[config.mk]
export PLATFORM = sky130hd
export DESIGN_NAME = nv_lsd_norm_seq
export DESIGN_NICKNAME = d
export VERILOG_FILES = /design/src/rtl/nv_lsd_norm_seq.sv
export SDC_FILE = /design/constraint.sdc
export NUM_CORES = 1
export LEC_CHECK = 0
export BUFFER_PORTS_ARGS = -buffer_cell sky130_fd_sc_hd__buf_4
export CAP_MARGIN = 25
export CORE_ASPECT_RATIO = 1.5
export CORE_UTILIZATION = 45
export DETAILED_ROUTE_END_ITERATION = 10
export GPL_TIMING_DRIVEN = 0
export PLACE_DENSITY = 0.65
export SLEW_MARGIN = 5
export SYNTH_ARGS = -nofsm -noshare
export SYNTH_HDL_FRONTEND = slang
export SYNTH_SLANG_ARGS = --single-unit
[constraint.sdc]
create_clock -name nvdla_core_clk -period 14.3 [get_ports nvdla_core_clk]
set_input_delay 2.86 -clock nvdla_core_clk [delete_from_list [all_inputs] [get_ports nvdla_core_clk]]
set_output_delay 2.86 -clock nvdla_core_clk [all_outputs]
set_load 0.005 [all_outputs]
[src/rtl/nv_lsd_norm_seq.sv]
// rtl/nv_lsd_norm_seq.sv - two-requester sign-bit normalizer (IDLE/DET/NORM/OUT)
// Optional round-robin arbitration: define NV_LSD_NORM_RR_EN.
module nv_lsd_norm_seq #(
    parameter int DATA_WIDTH = 16,
    localparam int ENC_WIDTH = (DATA_WIDTH <= 2)  ? 1 :
                               (DATA_WIDTH <= 4)  ? 2 :
                               (DATA_WIDTH <= 8)  ? 3 :
                               (DATA_WIDTH <= 16) ? 4 :
                               (DATA_WIDTH <= 32) ? 5 :
                               (DATA_WIDTH <= 64) ? 6 : 7
) (
    input  logic                  nvdla_core_clk,
    input  logic                  nvdla_core_rstn,
    input  logic                  req0_valid,
    output logic                  req0_ready,
    input  logic [DATA_WIDTH-1:0] req0_data,
    input  logic                  req1_valid,
    output logic                  req1_ready,
    input  logic [DATA_WIDTH-1:0] req1_data,
    output logic                  out_valid,
    input  logic                  out_ready,
    output logic [DATA_WIDTH-1:0] out_data,
    output logic [ENC_WIDTH-1:0]  out_enc,
    output logic                  out_id,
    output logic                  busy
);

    localparam logic [1:0] IDLE = 2'd0;
    localparam logic [1:0] DET  = 2'd1;
    localparam logic [1:0] NORM = 2'd2;
    localparam logic [1:0] OUT  = 2'd3;

    logic [1:0]            state_q, state_d;
    logic [DATA_WIDTH-1:0] opnd_q;
    logic [ENC_WIDTH-1:0]  enc_q;
    logic [DATA_WIDTH-1:0] out_data_q;
    logic [ENC_WIDTH-1:0]  out_enc_q;
    logic                  id_q;
    logic                  idle;
    logic                  gnt1;
    logic                  hs;
    logic [ENC_WIDTH-1:0]  cnt;
    logic                  run;

`ifdef NV_LSD_NORM_RR_EN
    logic rr_ptr_q;

    always_ff @(posedge nvdla_core_clk or negedge nvdla_core_rstn) begin
        if (!nvdla_core_rstn) begin
            rr_ptr_q <= 1'b0;
        end else if (hs) begin
            rr_ptr_q <= ~gnt1;
        end
    end

    always_comb begin
        gnt1 = 1'b0;
        if (req0_valid && req1_valid) gnt1 = rr_ptr_q;
        else                          gnt1 = req1_valid;
    end
`else
    always_comb begin
        gnt1 = 1'b0;
        gnt1 = req1_valid && !req0_valid;
    end
`endif

    assign idle       = (state_q == IDLE);
    assign hs         = idle && (req0_valid || req1_valid);
    assign req0_ready = idle && req0_valid && !gnt1;
    assign req1_ready = idle && gnt1;
    assign busy       = !idle;
    assign out_valid  = (state_q == OUT);
    assign out_data   = out_data_q;
    assign out_enc    = out_enc_q;
    assign out_id     = id_q;

    // Count the run of bits matching the MSB, starting just below it; stops at first differing bit.
    always_comb begin
        cnt = '0;
        run = 1'b1;
        for (int i = DATA_WIDTH - 2; i >= 0; i--) begin
            if (run && (opnd_q[i] == opnd_q[DATA_WIDTH-1])) cnt = cnt + ENC_WIDTH'(1);
            else                                            run = 1'b0;
        end
    end

    always_comb begin
        state_d = state_q;
        case (state_q)
            IDLE:    if (hs) state_d = DET;
            DET:     state_d = NORM;
            NORM:    state_d = OUT;
            default: if (out_ready) state_d = IDLE;
        endcase
    end

    always_ff @(posedge nvdla_core_clk or negedge nvdla_core_rstn) begin
        if (!nvdla_core_rstn) begin
            state_q    <= IDLE;
            opnd_q     <= '0;
            enc_q      <= '0;
            out_data_q <= '0;
            out_enc_q  <= '0;
            id_q       <= 1'b0;
        end else begin
            state_q <= state_d;
            if (hs) begin
                opnd_q <= gnt1 ? req1_data : req0_data;
                id_q   <= gnt1;
            end
            if (state_q == DET) enc_q <= cnt;
            if (state_q == NORM) begin
                out_data_q <= opnd_q << enc_q;
                out_enc_q  <= enc_q;
            end
        end
    end

endmodule
==> results of run 1 <==
Yosys cell counts (4+ instances only):
cell type and count:
or2_2 5, xnor2_1 7, o221ai_1 4, clkbuf_1 27, o21ai_0 40, mux2i_1 41, nand3_1 19, nor2b_1 8
nand2b_1 9, o22ai_1 11, buf_2 7, a211oi_1 6, nand2_1 53, a31oi_1 7, a21oi_1 42, nor2_1 38
inv_1 25, or3_1 5, a21boi_0 6, mux2_2 11, and2_1 5, dfrtp_1 43, and3_1 7, o21ai_1 5
nor3_1 7, buf_1 5, nor3b_1 6, ha_1 17
registers in the layout, summed over array words and instances, names as in the netlist:
register,count
enc_q,4
opnd_q,16
out_data,16
out_enc,4
out_id,1
state_q,2
worst min path at each step:
stage,slack [ps],startpoint,cells after the start,end
global route,520,out_id,1,out_id
CTS,500,out_id,1,out_id
detailed placement,490,out_id,1,out_id
finish,490,out_id,1,out_id
global placement,460,out_id,1,out_id
floorplan,470,out_id,1,out_id
per-stage QoR:
stage          cells  setup WS (ps)
2_1_floorplan    522           7940
3_3_place_gp     693           7140
3_5_place_dp     693           7050
4_1_cts          701           7010
5_1_grt          701           6340
6_report         701           6970
logic make-up after synthesis:
group,after synthesis
compound gates,152
xor+xnor,11
fa+ha+maj,17
buf+inv,65
flops,43
mux,56
simple gates,178
power breakdown:
| part | switching (mW) | total [mW] | internal [mW] |
|---|---|---|---|
| Combinational | 0.571 | 0.969 | 0.399 |
| Sequential | 0.0425 | 0.222 | 0.180 |
| Clock | 0.0451 | 0.132 | 0.0868 |
| Total | 0.658 | 1.32 | 0.665 |
per-layer routing:
layer | wire length (µm) | up-vias | share of wire, % | global-route usage (%)
li1 | - | 2004 | - | -
met1 | 4630 | 1910 | 41 | 29.0
met2 | 6060 | 79 | 53 | 45.8
met3 | 308 | 23 | 2.7 | 3.45
met4 | 329 | 0 | 2.9 | 12.4
met5 | 0 | - | 0 | 0
area by class of cell:
| class | count | area [µm²] |
|---|---|---|
| Timing Repair Buffer | 61 | 458 |
| Buffer | 39 | 155 |
| Sequential cell | 43 | 1080 |
| Clock buffer | 6 | 139 |
| Inverter | 26 | 97.6 |
| Multi-Input combinational cell | 414 | 2790 |
| Fill cell | 813 | 3940 |
| Tap cell | 110 | 138 |
| Clock inverter | 2 | 35.0 |
==> impl_metrics.yaml, run 1 <==
clock_tree:
  cts.clk_slew.worst_paths_ps: 60
  htree_levels: 2
  cts-resized-gates: 0
  cts.sinks: 43
  postCtsSetupBuffers: 0
  cts_tree: "done"
  cts_root_buffer: "clkbuf_16"
  cts_max_path_buffers: 2
  numCtsBuffers: 5
  hold_buffers: 0
  worstSkewPairLatency_ps: 290
worst_setup_path:
  crit_path_frequent_cell: "ha_1"
  arrival_ps: 7500
  slowest_stage: "dfrtp_1"
  reg2reg_depth: 36
  cpLargestDelayFamily: "compound AO/OA/AOI/OAI gates"
  crit_path_start_kind: "register"
  crit_cells: 36
  crit_start: "opnd_q[15]"
  critPathMaxStageDelay_ps: 380
  crit_buf_inv: 4
  rrSetupSlack_ps: 6970
  r2r_start: "opnd_q[15]"
  crit_path_end_kind: "register"
  r2r_end: "enc_q[2]"
  worstPathMaxFanout: 10
  cp_data_required_time_ps: 14470
  timing_worst_setup_path_type: "reg -> reg"
  crit_end: "enc_q[2]"
grt:
  grt.total_usage_pct: 25.5
  antenna_found_initial: 0
  grt_pass1_vias: 4068
  grt_pass1_wl_mm: 19.1
  grt_start_max_net_pins: 44
  gr-total-overflow: 0
synthesis:
  yosys_most_used_dff: "dfrtp_1"
  synth_edf_count: 0
  synth_compound_area_share_pct: 23.1
  synthMuxAreaShare_pct: 15.0
  async_reset_ff_share_pct: 100
  synth_top_family_by_area: "compound AO/OA/AOI/OAI gates"
  synth_fp_nets: 576
  yosys_warnings: 0
  yosysUniqueCellTypes: 66
  ys_ff_latch: 43
  synth.area.top_cells: "dfrtp_1, mux2i_1, ha_1"
  ys_seq_area_share_pct: 26.1
  synth_fa_ha_area_share_pct: 5.16
  synth.avg_cell_area_um2: 7.89
  synth_cells: 522
  synthesis.area_mm2: 0.00412
  synthSimpleGateAreaFrac_pct: 22.0
  synth-xor-area-share_pct: 2.52
  synth_top_cell_area_share_pct: 26.1
  synth_top_area_cell: "dfrtp_1"
final_layout:
  mostFrequentLayoutCells: "buf_4, nand2_1, dfrtp_1"
  nets: 644
  syn_to_final_growth_pct: 18.7
  final_common_cell: "buf_4"
  drive_gt1_share_pct: 19.0
  final_util_pct: 55.4
  insertedDiodeCount: 0
  finalInstanceArea_mm2: 0.00489
pwr:
  p_leak_nw: 2.15
  vdd_ir_drop_max_uv: 149
  power.total_mw: 1.32
  p_per_area_mw_per_mm2: 271
routing:
  drcViolationCount: 0
  drtIter0Drc: 230
  vias: 4016
  wirelength_mm: 11.3
  dr.pass1.iters: 4
  drtAntennaViolNets: 0
  wl_per_cell_um: 16.2
  via_per_inst: 5.73
timing:
  tns_ps: 0
  relSlewSlack_pct: 46.4
  finalHoldViolations: 0
  finalClockSkew_ps: 4.69
  min_period_over_period_pct: 51.3
  tightest_slew_ps: 803
  hold-worst-slack_ps: 494
  rsz0062_at_grt: "no"
  period_needed_ps: 7330
  setup_viol: 0
  max_freq_mhz: 136
  maxSlewViolCount: 0
floorplan:
  die_h_um: 119
  initial_utilization_pct: 46.7
  die_width_um: 80.1
  coreArea_mm2: 0.00883
  die_area_mm2: 0.00955
  num_rows: 42
  io_pins: 62
status:
  outcome: "finished, final reports clean"
place:
  placed_area_mm2: 0.00471
  gp_congestion: 0.943
  portBuffers: 61
  hpwl_mm: 8.86
worst_hold_path:
  hold_path_class: "reg -> reg"
run:
  max_cap_violations: 0
Power figures use the tool's default switching activity.
==> inputs of run 2 (changes only) <==
ABC_AREA = 1   (was default)
PLACE_DENSITY = 0.66   (was 0.65)
clock period = 7.7 ns   (was 14.3 ns; I/O delays follow)
==> run 2 against run 1 <==
Against the previous run:
- global-route usage fell by 1.7 points
- maximum frequency rose by 22%
- wire length fell by 16%
- combinational power rose by 29%
- clock power rose by 86%
- clock skew rose by 1.1 ps
- synthesized cell count rose by 5.0%
- power rose by 44%
- sequential share of layout area rose by 2.9 points
- die area fell by 13%
- flip-flop and latch count did not move
- sequential power rose by 86%
- critical path type unchanged
- largest cell class unchanged
==> impl_metrics.yaml, run 2 <==
synthesis:
  synth_top_area_cell: "dfrtp_1"
  synth_fp_nets: 602
  synth_edf_count: 0
  ys_ff_latch: 43
  synthesis.area_mm2: 0.00357
  synth_top_family_by_area: "simple AND/OR/NAND/NOR gates"
  yosysUniqueCellTypes: 36
  yosysMostFrequentCell: "nand2_1"
  yosys_warnings: 0
  yosys_most_used_dff: "dfrtp_1"
  synth.avg_cell_area_um2: 6.51
  synth_cells: 548
  synthMuxAreaShare_pct: 0.561
  synth_fa_ha_area_share_pct: 5.96
  synth.area.top_cells: "dfrtp_1, nand2_1, o21ai_0"
  synth-xor-area-share_pct: 1.23
  synth_compound_area_share_pct: 17.5
  synthSimpleGateAreaFrac_pct: 33.8
  async_reset_ff_share_pct: 100
  synth_top_cell_area_share_pct: 30.2
  synth_common_cells: "nand2_1, inv_1, o21ai_0"
  ys_seq_area_share_pct: 30.2
grt:
  grt_pass1_wl_mm: 15.4
  antenna_found_initial: 0
  grt.total_usage_pct: 23.8
  grt_pass1_vias: 3528
  grt_start_max_net_pins: 44
  gr-total-overflow: 0
timing:
  hold-worst-slack_ps: 485
  tns_ps: 0
  finalHoldViolations: 0
  max_freq_mhz: 167
  tightest_slew_ps: 556
  period_needed_ps: 6000
  setup_viol: 0
  min_period_over_period_pct: 77.9
  finalClockSkew_ps: 5.78
  rsz0062_at_grt: "no"
  maxSlewViolCount: 0
  relSlewSlack_pct: 63.0
final_layout:
  mostFrequentLayoutCells: "nand2_1, inv_1, o21ai_0"
  final_common_cell: "nand2_1"
  final_util_pct: 56.5
  nets: 670
  insertedDiodeCount: 0
  fin_cells: 719
  drive_gt1_share_pct: 16.7
  syn_to_final_growth_pct: 21.3
pwr:
  combPwrFrac_pct: 65.4
  p_per_area_mw_per_mm2: 441
  p_switching_mw: 0.969
  pwr-share-clk_pct: 12.9
  vdd_ir_drop_max_uv: 225
  pwr-share-seq_pct: 21.7
  swShare_pct: 50.7
  internal_power_mw: 0.941
  p_leak_nw: 2.26
  power.total_mw: 1.91
worst_hold_path:
  hold_path_class: "reg -> reg"
  holdCritStartpoint: "out_id"
place:
  hpwl_mm: 7.72
  gp_congestion: 0.918
  portBuffers: 61
  dp_cells: 711
worst_setup_path:
  crit_cells: 43
  crit_end: "enc_q[2]"
  crit_buf_inv: 5
  arrival_ps: 6150
  r2r_start: "opnd_q[15]"
  r2r_end: "enc_q[2]"
  cp_data_required_time_ps: 7850
  reg2reg_depth: 43
  slowest_stage: "dfrtp_1"
  critPathMaxStageDelay_ps: 390
  crit_path_end_kind: "register"
  crit_start: "opnd_q[15]"
  worstPathMaxFanout: 8
  crit_path_start_kind: "register"
  crit_path_frequent_cell: "nand2_1"
  cpLargestDelayFamily: "simple AND/OR/NAND/NOR gates"
  timing_worst_setup_path_type: "reg -> reg"
  rrSetupSlack_ps: 1700
clock_tree:
  cts-resized-gates: 0
  hold_buffers: 0
  cts_tree: "done"
  postCtsSetupBuffers: 0
  numCtsBuffers: 5
  cts.clk_slew.worst_paths_ps: 60
  cts_max_path_buffers: 2
  htree_levels: 2
  cts.sinks: 43
  worstSkewPairLatency_ps: 280
  cts_root_buffer: "clkbuf_16"
floorplan:
  coreArea_mm2: 0.00766
  io_pins: 62
  die_h_um: 111
  die_area_mm2: 0.00829
  num_rows: 39
  initial_utilization_pct: 46.6
  die_width_um: 74.7
routing:
  wirelength_mm: 9.55
  dr.max_layer_used: "met4"
  via_per_inst: 5.14
  dr.pass1.iters: 4
  wl_per_cell_um: 13.3
  drtIter0Drc: 122
  wl_met1_mm: 3.90
  drcViolationCount: 0
  drtAntennaViolNets: 0
  wl_met2_mm: 5.20
  vias: 3694
  wl_met3_um: 274
status:
  outcome: "finished, final reports clean"
run:
  max_cap_violations: 0
run 2: changes by cell type in the layout (fill, tap and decap cells not counted), moves of 7 or more:
cell      previous run  this run
a21oi_1             42         6
nand3_1             19        38
nand2b_1             9         0
clkbuf_1            27        15
mux2i_1             41         2
o21ai_0             40        69
inv_1               25        72
buf_2                7         0
nor2b_1              8         0
nor2_1              38        51
and3_1               7         0
mux2_2              11         0
nand2_1             53       155
run 2: stage by stage:
| step | instance area (µm²) | setup slack [ps] |
|---|---|---|
| 3_3_place_gp | 4150 | 1920 |
| 3_5_place_dp | 4150 | 1760 |
| 2_1_floorplan | 3570 | 2470 |
| 4_1_cts | 4330 | 1710 |
| 5_1_grt | 4330 | 1280 |
| 6_report | 4330 | 1700 |
run 2: area by class of cell:
cell class                      instances  area [µm²]
Clock inverter                          2        35.0
Clock buffer                            6         139
Buffer                                 17        78.8
Sequential cell                        43        1080
Tap cell                              102         128
Timing Repair Buffer                   61         458
Inverter                               80         305
Multi-Input combinational cell        408        2110
Fill cell                             811        3330
run 2: logic make-up after synthesis:
family                     Yosys count
DFF                                 43
AOI/OAI and AO/OA                  109
and+or+nand+nor                    275
xor gates and xnor gates             5
adders and majority gates           17
muxes                                2
buffers and inverters               97
run 2: how the worst min path moves through the flow:
stage                       to  depth (start not counted)
floorplan           out_enc[3]                          2
global placement    out_enc[3]                          2
detailed placement  out_enc[3]                          2
CTS                 out_enc[3]                          2
global route        out_enc[3]                          2
finish                  out_id                          2
run 2: worst reg2reg max path, delay by kind of cell (launching register included):
family,cells,cell delay (ps)
compound gates,4,490
flops,1,390
buf+inv,5,470
fa+ha+maj,7,1850
xor+xnor,2,370
simple gates,25,2300
run 2: layer usage:
layer	GRT usage [%]	vias to the layer above
li1	-	1913
met4	7.30	0
met2	44.4	71
met5	0	-
met3	2.09	14
met1	27.3	1696
run 2: power by group through the flow:
stage	clock [mW]	combinational, mW	sequential (mW)
final	0.246	1.25	0.414
after global routing	0.255	1.44	0.427
after CTS	0.249	1.26	0.413
after detailed placement	0	1.25	0.416
after global placement	0	1.22	0.413
after floorplan	0	0.904	0.400
==> inputs of run 3 (changes only) <==
clock period = 6.25 ns   (was 7.7 ns; I/O delays follow)
==> run 3 against run 2 <==
Against the previous run:
- hold slack is essentially flat
- clock-buffer cell count unchanged
- power is 26% higher
- maximum frequency grew 2.4%
- via count increased by 0.60%
- clock skew is essentially flat
- critical path type unchanged
==> impl_metrics.yaml, run 3 (same netlist as run 2, synthesis figures left out) <==
timing:
  relSlewSlack_pct: 63.0
  maxSlewViolCount: 0
  min_period_over_period_pct: 93.8
  finalHoldViolations: 0
  tns_ps: 0
  rsz0062_at_grt: "no"
  finalClockSkew_ps: 6.02
  period_needed_ps: 5860
  hold-worst-slack_ps: 485
  max_freq_mhz: 171
  setup_viol: 0
  tightest_slew_ps: 555
routing:
  vias: 3716
  drcViolationCount: 0
  dr.max_layer_used: "met4"
  wl_per_cell_um: 13.2
  drtAntennaViolNets: 0
  wl_met2_mm: 5.23
  via_per_inst: 5.14
  wl_met3_um: 253
  dr.pass1.iters: 4
  wirelength_mm: 9.56
  wl_met1_mm: 3.89
  drtIter0Drc: 99
final_layout:
  final_common_cell: "nand2_1"
  mostFrequentLayoutCells: "nand2_1, inv_1, o21ai_0"
  fin_cells: 723
  finalInstanceArea_mm2: 0.00438
  insertedDiodeCount: 0
  drive_gt1_share_pct: 17.9
  n_fill_cell: 804
  syn_to_final_growth_pct: 22.7
  nets: 674
pwr:
  vdd_ir_drop_max_uv: 277
  p_per_area_mw_per_mm2: 548
  power.total_mw: 2.40
  p_leak_nw: 2.28
worst_setup_path:
  cpLargestDelayFamily: "simple AND/OR/NAND/NOR gates"
  cp_data_required_time_ps: 6410
  critPathMaxStageDelay_ps: 410
  arrival_ps: 6020
  crit_buf_inv: 5
  crit_path_start_kind: "register"
  slowest_stage: "dfrtp_1"
  crit_path_end_kind: "register"
  worstPathMaxFanout: 5
  crit_path_frequent_cell: "nand2_1"
  rrSetupSlack_ps: 390
  timing_worst_setup_path_type: "reg -> reg"
floorplan:
  die_width_um: 74.7
  io_pins: 62
  die_h_um: 111
  initial_utilization_pct: 46.6
  num_rows: 39
  coreArea_mm2: 0.00766
  die_area_mm2: 0.00829
grt:
  grt_pass1_vias: 3528
  grt_start_max_net_pins: 44
  grt.total_usage_pct: 23.8
  antenna_found_initial: 0
  grt_pass1_wl_mm: 15.4
  gr-total-overflow: 0
worst_hold_path:
  hold_path_class: "reg -> reg"
clock_tree:
  worstSkewPairLatency_ps: 280
  cts_max_path_buffers: 2
  cts_tree: "done"
  cts.clk_slew.worst_paths_ps: 60
  numCtsBuffers: 5
  hold_buffers: 0
  htree_levels: 2
  cts.sinks: 43
  cts_root_buffer: "clkbuf_16"
place:
  placed_area_mm2: 0.00415
  hpwl_mm: 7.72
  gp_congestion: 0.918
  dp_cells: 711
  portBuffers: 61
status:
  outcome: "finished, final reports clean"
run:
  max_cap_violations: 0
[run 3: cell types whose count changed in the layout (fill, tap and decap cells not counted)]
cell     change
buf_2        +1
buf_4        +3
inv_1        -1
inv_2        +1
nand2_1      -1
nand2_4      +1
nor2_1       -1
nor2_4       +1
o21ai_0      -3
o21ai_1      +3
xor2_1       -1
xor2_2       +1
[run 3: final timing paths]
| kind | start | end | cells after the start |
|---|---|---|---|
| setup / recovery | opnd_q[15] | enc_q[2] | 44 |
| hold / removal | out_id | out_id | 2 |
| setup reg to reg | opnd_q[15] | enc_q[2] | 44 |
| hold reg to reg | out_id | out_id | 2 |
| max in group asynchronous | nvdla_core_rstn | enc_q[1] | 1 |
| min in group asynchronous | nvdla_core_rstn | out_data[0] | 1 |
[run 3: metal layers]
| metal | up-vias | track usage, % |
|---|---|---|
| li1 | 1926 | - |
| met1 | 1705 | 27.3 |
| met2 | 70 | 44.4 |
| met3 | 15 | 2.09 |
| met4 | 0 | 7.30 |
| met5 | - | 0 |
[run 3: stage by stage]
stage	util, %	setup slack (ps)
3_5_place_dp	54.2	312
6_report	57.1	390
2_1_floorplan	-	1020
3_3_place_gp	54.2	468
5_1_grt	57.1	5.77
4_1_cts	56.5	262
[run 3: worst min-delay path, stage by stage (launching register included)]
cell and delay, ps:
dfrtp_1 340, nand2_1 50, o21ai_0 60
[run 3: area by class of cell]
type,count,area (µm²),area share (%)
Sequential cell,43,1080,24.6
Timing Repair Buffer,65,485,11.1
Tap cell,102,128,2.92
Multi-Input combinational cell,408,2130,48.7
Inverter,80,305,6.98
Clock buffer,6,139,3.17
Buffer,17,78.8,1.80
Clock inverter,2,35.0,0.800
[run 3: power by group]
part	total, mW	leakage [nW]	switching [mW]	internal (mW)
registers	0.513	0.541	0.106	0.406
logic	1.58	1.65	1.00	0.583
clock network	0.303	0.0868	0.104	0.199
total	2.40	2.28	1.21	1.19
[run 3: timing repair]
item | CTS | global route
setup buffers | 0 | 3
endpoints found under the hold margin | 0 | 0
setup endpoints to repair | 0 | 1
resized for setup | 0 | 9
